$ cat src/rtl/shift_mix_iter_if.sv
// Handshake and data bundle for the shift_mix_iter stage.
// master drives start/dataIn/inverse/skipMix; slave returns dataOut/busy/done.
interface shift_mix_iter_if;
  logic         start;
  logic [127:0] dataIn;
  logic         inverse;
  logic         skipMix;
  logic [127:0] dataOut;
  logic         busy;
  logic         done;

  modport master (
    output start, dataIn, inverse, skipMix,
    input  dataOut, busy, done
  );

  modport slave (
    input  start, dataIn, inverse, skipMix,
    output dataOut, busy, done
  );
endinterface

$ cat src/rtl/shift_mix_iter.sv
// Iterative ShiftRows+MixColumns (or InvMixColumns+InvShiftRows), one column per clock.
// Ports: clk, rst (sync, active-high), bus (slave): start/dataIn/inverse/skipMix in, dataOut/busy/done out.
// Build option: SHIFTMIX_INVERSE_EN builds the inverse path; otherwise inverse is ignored.
module shift_mix_iter (
  input  logic          clk,
  input  logic          rst,
  shift_mix_iter_if.slave bus
);

  localparam logic [1:0] IDLE = 2'd0;
  localparam logic [1:0] COL  = 2'd1;
  localparam logic [1:0] FIN  = 2'd2;

  function automatic logic [7:0] xt(input logic [7:0] b);
    return {b[6:0], 1'b0} ^ (b[7] ? 8'h1b : 8'h00);
  endfunction

  function automatic logic [127:0] shift_rows(
    input logic [127:0] s
  );
    logic [127:0] o;
    o = '0;
    for (int c = 0; c < 4; c++)
      for (int r = 0; r < 4; r++)
        o[127-8*(4*c+r) -: 8] =
          s[127-8*(4*((c+r)%4)+r) -: 8];
    return o;
  endfunction

  function automatic logic [31:0] mix(input logic [31:0] c);
    logic [7:0] a  [4];
    logic [7:0] d  [4];
    logic [31:0] o;
    logic [1:0] j1, j2, j3;
    o = '0;
    for (int i = 0; i < 4; i++) begin
      a[i] = c[31-8*i -: 8];
      d[i] = xt(a[i]);
    end
    for (int i = 0; i < 4; i++) begin
      j1 = 2'(i + 1);
      j2 = 2'(i + 2);
      j3 = 2'(i + 3);
      o[31-8*i -: 8] = d[i] ^ d[j1] ^ a[j1]
                     ^ a[j2] ^ a[j3];
    end
    return o;
  endfunction

`ifdef SHIFTMIX_INVERSE_EN
  function automatic logic [127:0] inv_shift_rows(
    input logic [127:0] s
  );
    logic [127:0] o;
    o = '0;
    for (int c = 0; c < 4; c++)
      for (int r = 0; r < 4; r++)
        o[127-8*(4*c+r) -: 8] =
          s[127-8*(4*((c+4-r)%4)+r) -: 8];
    return o;
  endfunction

  // 0E/0B/0D/09 from x2/x4/x8 chains
  function automatic logic [31:0] inv_mix(input logic [31:0] c);
    logic [7:0] m9 [4];
    logic [7:0] mb [4];
    logic [7:0] md [4];
    logic [7:0] me [4];
    logic [7:0] a, x2, x4, x8;
    logic [31:0] o;
    logic [1:0] j1, j2, j3;
    o = '0;
    for (int i = 0; i < 4; i++) begin
      a  = c[31-8*i -: 8];
      x2 = xt(a);
      x4 = xt(x2);
      x8 = xt(x4);
      m9[i] = x8 ^ a;
      mb[i] = x8 ^ x2 ^ a;
      md[i] = x8 ^ x4 ^ a;
      me[i] = x8 ^ x4 ^ x2;
    end
    for (int i = 0; i < 4; i++) begin
      j1 = 2'(i + 1);
      j2 = 2'(i + 2);
      j3 = 2'(i + 3);
      o[31-8*i -: 8] = me[i] ^ mb[j1]
                     ^ md[j2] ^ m9[j3];
    end
    return o;
  endfunction
`endif

  logic [1:0]   state;
  logic [1:0]   col;
  logic [127:0] work;
  logic         mode_inv;
  logic         mode_skip;
  logic [6:0]   base;
  logic [31:0]  cur;
  logic [31:0]  mixed;

  // column c lives at bits [127-32c : 96-32c]; 3-c == ~c
  assign base = {~col, 5'd0};
  assign cur  = work[base +: 32];

`ifdef SHIFTMIX_INVERSE_EN
  assign mixed = mode_inv ? inv_mix(cur) : mix(cur);
`else
  assign mixed = mix(cur);
`endif

  always_ff @(posedge clk) begin
    if (rst) begin
      state       <= IDLE;
      col         <= 2'd0;
      work        <= '0;
      mode_inv    <= 1'b0;
      mode_skip   <= 1'b0;
      bus.dataOut <= '0;
      bus.busy    <= 1'b0;
      bus.done    <= 1'b0;
    end else begin
      bus.done <= 1'b0;
      case (state)
        IDLE: begin
          if (bus.start) begin
`ifdef SHIFTMIX_INVERSE_EN
            mode_inv <= bus.inverse;
            work     <= bus.inverse ? bus.dataIn
                      : shift_rows(bus.dataIn);
`else
            mode_inv <= 1'b0;
            work     <= shift_rows(bus.dataIn);
`endif
            mode_skip <= bus.skipMix;
            col       <= 2'd0;
            bus.busy  <= 1'b1;
            state     <= COL;
          end
        end
        COL: begin
          if (!mode_skip)
            work[base +: 32] <= mixed;
          if (col == 2'd3)
            state <= FIN;
          else
            col <= col + 2'd1;
        end
        FIN: begin
`ifdef SHIFTMIX_INVERSE_EN
          bus.dataOut <= mode_inv ? inv_shift_rows(work)
                       : work;
`else
          bus.dataOut <= work;
`endif
          bus.done <= 1'b1;
          bus.busy <= 1'b0;
          col      <= 2'd0;
          state    <= IDLE;
        end
        default: state <= IDLE;
      endcase
    end
  end

endmodule
$ cat src/flat_wrapper.sv
// flat-port wrapper written by rule: the top's interface ports become plain ports
module shift_mix_iter_flat 
  (clk, rst, bus_start, bus_dataIn, bus_inverse, bus_skipMix, bus_dataOut, bus_busy, bus_done);
  shift_mix_iter_if bus_i ();
  input  logic clk;
  input  logic rst;
  input wire logic [$bits(bus_i.start)-1:0] bus_start;
  input wire logic [$bits(bus_i.dataIn)-1:0] bus_dataIn;
  input wire logic [$bits(bus_i.inverse)-1:0] bus_inverse;
  input wire logic [$bits(bus_i.skipMix)-1:0] bus_skipMix;
  output wire logic [$bits(bus_i.dataOut)-1:0] bus_dataOut;
  output wire logic [$bits(bus_i.busy)-1:0] bus_busy;
  output wire logic [$bits(bus_i.done)-1:0] bus_done;
  assign bus_i.start = bus_start;
  assign bus_i.dataIn = bus_dataIn;
  assign bus_i.inverse = bus_inverse;
  assign bus_i.skipMix = bus_skipMix;
  assign bus_dataOut = bus_i.dataOut;
  assign bus_busy = bus_i.busy;
  assign bus_done = bus_i.done;
  shift_mix_iter u_core (.clk(clk), .rst(rst), .bus(bus_i));
endmodule
$ cat config.mk
export PLATFORM = sky130hd
export DESIGN_NAME = shift_mix_iter_flat
export DESIGN_NICKNAME = d
export VERILOG_FILES = /design/src/rtl/shift_mix_iter_if.sv /design/src/rtl/shift_mix_iter.sv /design/src/flat_wrapper.sv
export SDC_FILE = /design/constraint.sdc
export NUM_CORES = 1
export LEC_CHECK = 0
export BUFFER_PORTS_ARGS = -buffer_cell sky130_fd_sc_hd__buf_4
export CAP_MARGIN = 20
export CORE_MARGIN = 2
export CORE_UTILIZATION = 45
export CTS_CLUSTER_SIZE = 16
export DETAILED_ROUTE_END_ITERATION = 6
export PLACE_DENSITY = 0.67
export SETUP_SLACK_MARGIN = 0.4
export SYNTH_ARGS = -nofsm -noshare
export SYNTH_HDL_FRONTEND = slang
export SYNTH_SLANG_ARGS = --single-unit
$ cat constraint.sdc
create_clock -name clk -period 6.9 [get_ports clk]
set_input_delay 0.69 -clock clk [delete_from_list [all_inputs] [get_ports clk]]
set_output_delay 0.69 -clock clk [all_outputs]
set_load 0.03 [all_outputs]
Word level (Yosys, flattened, before mapping)
Cells that the tools add are included.

cells by class
  add/subtract/negate cells = 2
  eq/ne operators = 7
  shift-type cells = 3
  muxes and demuxes = 17
  bitwise operators = 21
  reductions and logical operators = 9

operators with widths
  kind                                                                      number
  128-bit two-way mux                                                       2
  128-bit one-hot mux with 2 select lines                                   1
  8-bit bitwise XOR                                                         20
  128-bit bitwise mux                                                       1
  32-bit by 9-bit variable shift with 128-bit output, first input constant  1
  128-bit by 8-bit indexed part select with 32-bit output                   1
  32-bit by 9-bit indexed part select with 128-bit output                   1
  5-bit two-way mux                                                         4
  7-bit negation with 9-bit output                                          1
  2-bit two-way mux                                                         4
  2-bit inequality test, second input constant                              3
  2-bit one-hot mux with 3 select lines                                     1
  2-bit AND reduction                                                       3
  3-bit AND reduction                                                       2
  2-bit == test, second input constant                                      2
  2-bit one-hot mux with 2 select lines                                     1
  2-bit nonzero test                                                        2
  3-bit nonzero test                                                        1
  2-bit by 1-bit adder with 2-bit output, second input constant             1
  2-bit by 1-bit == test with 1-bit output, second input constant           1
  2-bit logical NOT                                                         1
  1-bit two-way mux                                                         2
  2-bit by 1-bit inequality test with 1-bit output, second input constant   1
  2-bit inverter                                                            1
  1-bit one-hot mux with 2 select lines                                     1

word-level totals
  register bits after elaboration = 263
  logic and storage cells = 66

Longest topological paths before layout
  word-level depth = 12
  mapped depth = 10
  mapped depth without buffers = 6

Worst setup path before layout
Ideal clock, no wire load.

  path type = reg-to-reg
  from = reg u_core.col[0]
  to = reg u_core.work[52]
  setup time = 79 ps
  data arrival time = 2307 ps
  data required time = 6821 ps
  slack = 4514 ps
  cell stages (with the launch flop) = 11
  buffers on the path = 4
  period minus slack after synthesis = 2386 ps
  path through = dfxtp_1 buf_6 buf_12 buf_6 inv_1 ha_1 nand2_1 nor4_1 clkbuf_1 a211oi_1 a211oi_2

between the ends
  longest elaborated chain between the ends = 12
  elaborated cells between the ends (all ways) = 32
  classes of those cells = 1 x add/sub; 3 x shift; 7 x mux; 21 x bitwise

ends and longest elaborated chain
  item                                                     RTL line               text
  from (decl)                                              shift_mix_iter.sv:95   logic [1:0] col;
  from (signal assigned)                                   shift_mix_iter.sv:148  col <= col + 2'd1;
  2-bit inverter (*)                                       shift_mix_iter.sv:104  assign base = {~col, 5'd0};
  128-bit by 8-bit indexed part select with 32-bit output  shift_mix_iter.sv:105  assign cur = work[base +: 32];
  5-bit two-way mux                                        shift_mix_iter.sv:15   return {b[6:0], 1'b0} ^ (b[7] ? 8'h1b : 8'h00);
  8-bit bitwise XOR                                        shift_mix_iter.sv:15
  8-bit bitwise XOR (2 in series)                          shift_mix_iter.sv:44   o[31-8*i -: 8] = d[i] ^ d[j1] ^ a[j1]
  8-bit bitwise XOR (2 in series)                          shift_mix_iter.sv:45   ^ a[j2] ^ a[j3];
  32-bit by 9-bit indexed part select with 128-bit output  shift_mix_iter.sv:144  work[base +: 32] <= mixed;
  128-bit bitwise mux (*)                                  shift_mix_iter.sv:144
  128-bit two-way mux (*)                                  shift_mix_iter.sv:143  if (!mode_skip)
  128-bit one-hot mux with 2 select lines (*)              shift_mix_iter.sv:125  case (state)
  to (signal assigned)                                     shift_mix_iter.sv:134  work <= shift_rows(bus.dataIn);
  to (signal, indexed assignment)                          shift_mix_iter.sv:144
  to (decl)                                                shift_mix_iter.sv:96   logic [127:0] work;

Mark *: on every way between the ends. The rest lies on a longest branch, timed or not. The select of a mux whose other input is x is not followed.
A chain may end at the register's enable or synchronous reset.

Worst setup path after layout
  from = reg u_core.col[1]
  to = reg u_core.work[71]

Same word-level chain as after synthesis.

==> impl_metrics.env <==
export IMPL_status="finished clean"
export IMPL_place_gp_congestion=0.8751
export IMPL_drt_first_iter_violations=1359
export IMPL_async_reset_ff_frac=0
export IMPL_vdd_drop_max_mv=0.1861
export IMPL_end_kind="register"
export IMPL_grt_pass1_wl_um=68210
export IMPL_crit_buf_inv=0
export IMPL_die_h_um=178.2
export IMPL_clkPwrFrac=0.299
export IMPL_drive_gt1_frac=0.2553
export IMPL_pwr_share_comb=0.366
export IMPL_ys_top_cells_by_area="dfxtp_1 (39%), a211oi_1 (12%), a21oi_1 (9.6%)"
export IMPL_finalMaxSlewViolations=0
export IMPL_synth_top_family_by_area="compound AO/OA/AOI/OAI gates"
export IMPL_crit_slowest_cell="dfxtp_2"
export IMPL_setup_slack_ns=3.624
export IMPL_maxCapViolations=0
export IMPL_final_nets=1764
export IMPL_synth_compound_gate_area_share=0.3230
export IMPL_core_sq_um=29800
export IMPL_worstPathCellList="mux4_1 -> xnor3_1 -> xnor2_1 -> a211oi_1"
export IMPL_synth_seq_cells=263
export IMPL_ys_seq_area_frac=0.3856
export IMPL_vias=12228
export IMPL_postSynthCellCount=1461
export IMPL_skew_ns=0.009992
export IMPL_cp_max_fo=37
export IMPL_cts_made_buffers=28
export IMPL_instances_no_fill=2039
export IMPL_netlist_area_leader_share=0.3856
export IMPL_final_cell_mix="buf_4 (280), a21oi_1 (261), dfxtp_1 (261)"
export IMPL_drc=0
export IMPL_drt_first_pass_iters=5
export IMPL_die_w_um=178.2
export IMPL_min_period_over_period=0.4748
export IMPL_yosys_area_top_type="dfxtp_1"
export IMPL_clkSinkCount=263
export IMPL_synth_simple_area_share=0.08329
export IMPL_grt_pass1_vias=11235
export IMPL_p_leak_nw=6.530
export IMPL_syn_avg_cell_area_sq_um=9.347
export IMPL_routed_wl_um=45270
export IMPL_final_util=0.5629
export IMPL_critPathKind="reg2reg"
export IMPL_wl_met1_um=20680
export IMPL_cts_tree="built"
export IMPL_dpl_cell_count=1985
export IMPL_grt_max_degree=111
export IMPL_io_buffers=261
export IMPL_pre_cts_ws_ns=3.716
export IMPL_arrival_ns=3.66
export IMPL_grt_use_total=0.2801
export IMPL_clk_path_buf_depth=3
export IMPL_fmax_mhz=305.2
export IMPL_post_cts_buffers=0
export IMPL_cts_hold_buffers=0
export IMPL_clock_latency_ns=0.56
export IMPL_io_pins=263
export IMPL_post_cts_resize_count=0
export IMPL_dieArea_sq_um=31760
export IMPL_rsz0062_at_grt="no"
export IMPL_clockRootBuffer="clkbuf_16"
export IMPL_hpwl_um=32180
export IMPL_period_minus_slack_ns=3.276
export IMPL_p_int_mw=3.447
export IMPL_powerDensity_nw_per_um2=326.1
export IMPL_cp_slowest_stage_delay_ns=1.03
export IMPL_gr_total_overflow=0
export IMPL_synthToLayoutAreaGrowth_pct=22.81
export IMPL_ys_flop_type="dfxtp_1"
export IMPL_top_layer_used="met4"
export IMPL_critical_path_required_ns=7.29
export IMPL_tightest_slew_ns=1.065
export IMPL_hold_violations=0
export IMPL_cts_htree_levels=1
export IMPL_wl_per_cell_um=22.20
export IMPL_synth_xor_area_frac=0.1022
export IMPL_vias_per_cell=5.997
export IMPL_synth_edf_count=0
export IMPL_synth_fa_ha_area_frac=0.003665
export IMPL_diodes=0
export IMPL_drtAntennaViolNets=0
export IMPL_power_switching_mw=2.023
export IMPL_critPathTopFamily="XOR/XNOR gates"
export IMPL_synthMuxAreaShare=0.05470
export IMPL_met3_wirelength_um=4963
export IMPL_hold_path_class="in2reg"
export IMPL_synth_area_sq_um=13660
export IMPL_setup_tns_ns=0
export IMPL_start_util=0.4583
export IMPL_layout_commonest_cell="buf_4"
export IMPL_pwr_share_seq=0.335
export IMPL_antenna_found_initial=0
export IMPL_dr_wl_met2_um=18830
export IMPL_finalSetupViolCount=0
export IMPL_critPathLaunchType="register"
export IMPL_synth_cell_type_count=41
export IMPL_synth_nets=1598
export IMPL_ys_warn_count=0
export IMPL_whs_ns=0.4161
export IMPL_path_clk_slew_ns=0.06
export IMPL_num_rows=63
export IMPL_slew_headroom=0.2897
export IMPL_swShare=0.3698
-- state kept, by name (all words and copies together) (netlist names) --
register / count
u_core.bus.busy: 1
u_core.bus.dataOut: 128
u_core.bus.done: 1
u_core.col: 2
u_core.mode_skip: 1
u_core.state: 2
u_core.work: 128
-- cells by family (layout without fill, tap and decap cells) --
group           count (synthesis)  in the layout
xor+xnor                       72             72
mux                            32             32
fa+ha+maj                       4              4
buf+inv                       151            339
simple gates                  284            284
compound gates                655            655
flops                         263            263
-- stage by stage --
step	instance area, sq um	total power, mW
global placement	15730	3.770
detailed placement	15730	3.798
finish	16770	5.470
floorplan	13660	3.074
global route	16770	5.635
CTS	16720	5.422
-- path summary, 6_finish.rpt --
kind / from / endpoint / slack [ns] / cells after the start
max: u_core.col[1] / u_core.work[71] / 3.62 / 4
min: bus_skipMix / u_core.mode_skip / 0.42 / 3
max reg2reg: u_core.col[1] / u_core.work[71] / 3.62 / 4
min reg2reg: u_core.bus.dataOut[98] / u_core.bus.dataOut[98] / 0.45 / 2
-- cell usage after synthesis, types with 2 or more instances --
| library cell | n |
|---|---|
| nor4_2 | 2 |
| buf_1 | 2 |
| xnor2_1 | 5 |
| and3b_1 | 4 |
| xnor3_1 | 27 |
| a21oi_1 | 261 |
| ha_1 | 4 |
| mux4_1 | 7 |
| nand2_1 | 260 |
| o21a_1 | 5 |
| mux4_2 | 25 |
| xor2_2 | 3 |
| clkbuf_1 | 136 |
| inv_1 | 4 |
| nand2b_1 | 2 |
| a211oi_1 | 225 |
| nor3_1 | 3 |
| nor2_1 | 6 |
| xnor2_4 | 3 |
| xor3_1 | 9 |
| buf_6 | 5 |
| o21bai_1 | 128 |
| o21ai_1 | 4 |
| buf_12 | 2 |
| dfxtp_1 | 263 |
| xnor3_2 | 6 |
| xnor2_2 | 7 |
| a211oi_2 | 31 |
| xor2_1 | 10 |
-- power groups by stage --
stage | clock, mW | sequential, mW | combinational (mW)
3_3_place_gp | 0 | 1.86 | 1.91
2_1_floorplan | 0 | 1.76 | 1.32
4_1_cts | 1.65 | 1.82 | 1.95
5_1_grt | 1.71 | 1.84 | 2.08
6_report | 1.64 | 1.83 | 2.00
3_5_place_dp | 0 | 1.86 | 1.94
-- worst register-to-register path, cell delays in order (launching register included) --
cell,delay (ns)
dfxtp_2,1.03
mux4_1,0.83
xnor3_1,0.40
xnor2_1,0.64
a211oi_1,0.20
-- layout make-up --
class                   instances  area (sq um)
fillers                      2713         13030
multi-input cells            1047          7846
flip-flops and latches        263          5268
repair buffers                283          2161
clock buffers                  40         827.0
well taps                     390         488.0
clock inverters                12         166.4
inverters                       4         15.01
-- per-layer routing --
metal | GRT usage | vias up
met5 | 0 | -
li1 | - | 5754
met4 | 0.06098 | 0
met2 | 0.3991 | 500
met3 | 0.05818 | 60
met1 | 0.4322 | 5914
Power figures use the tool's default switching activity.
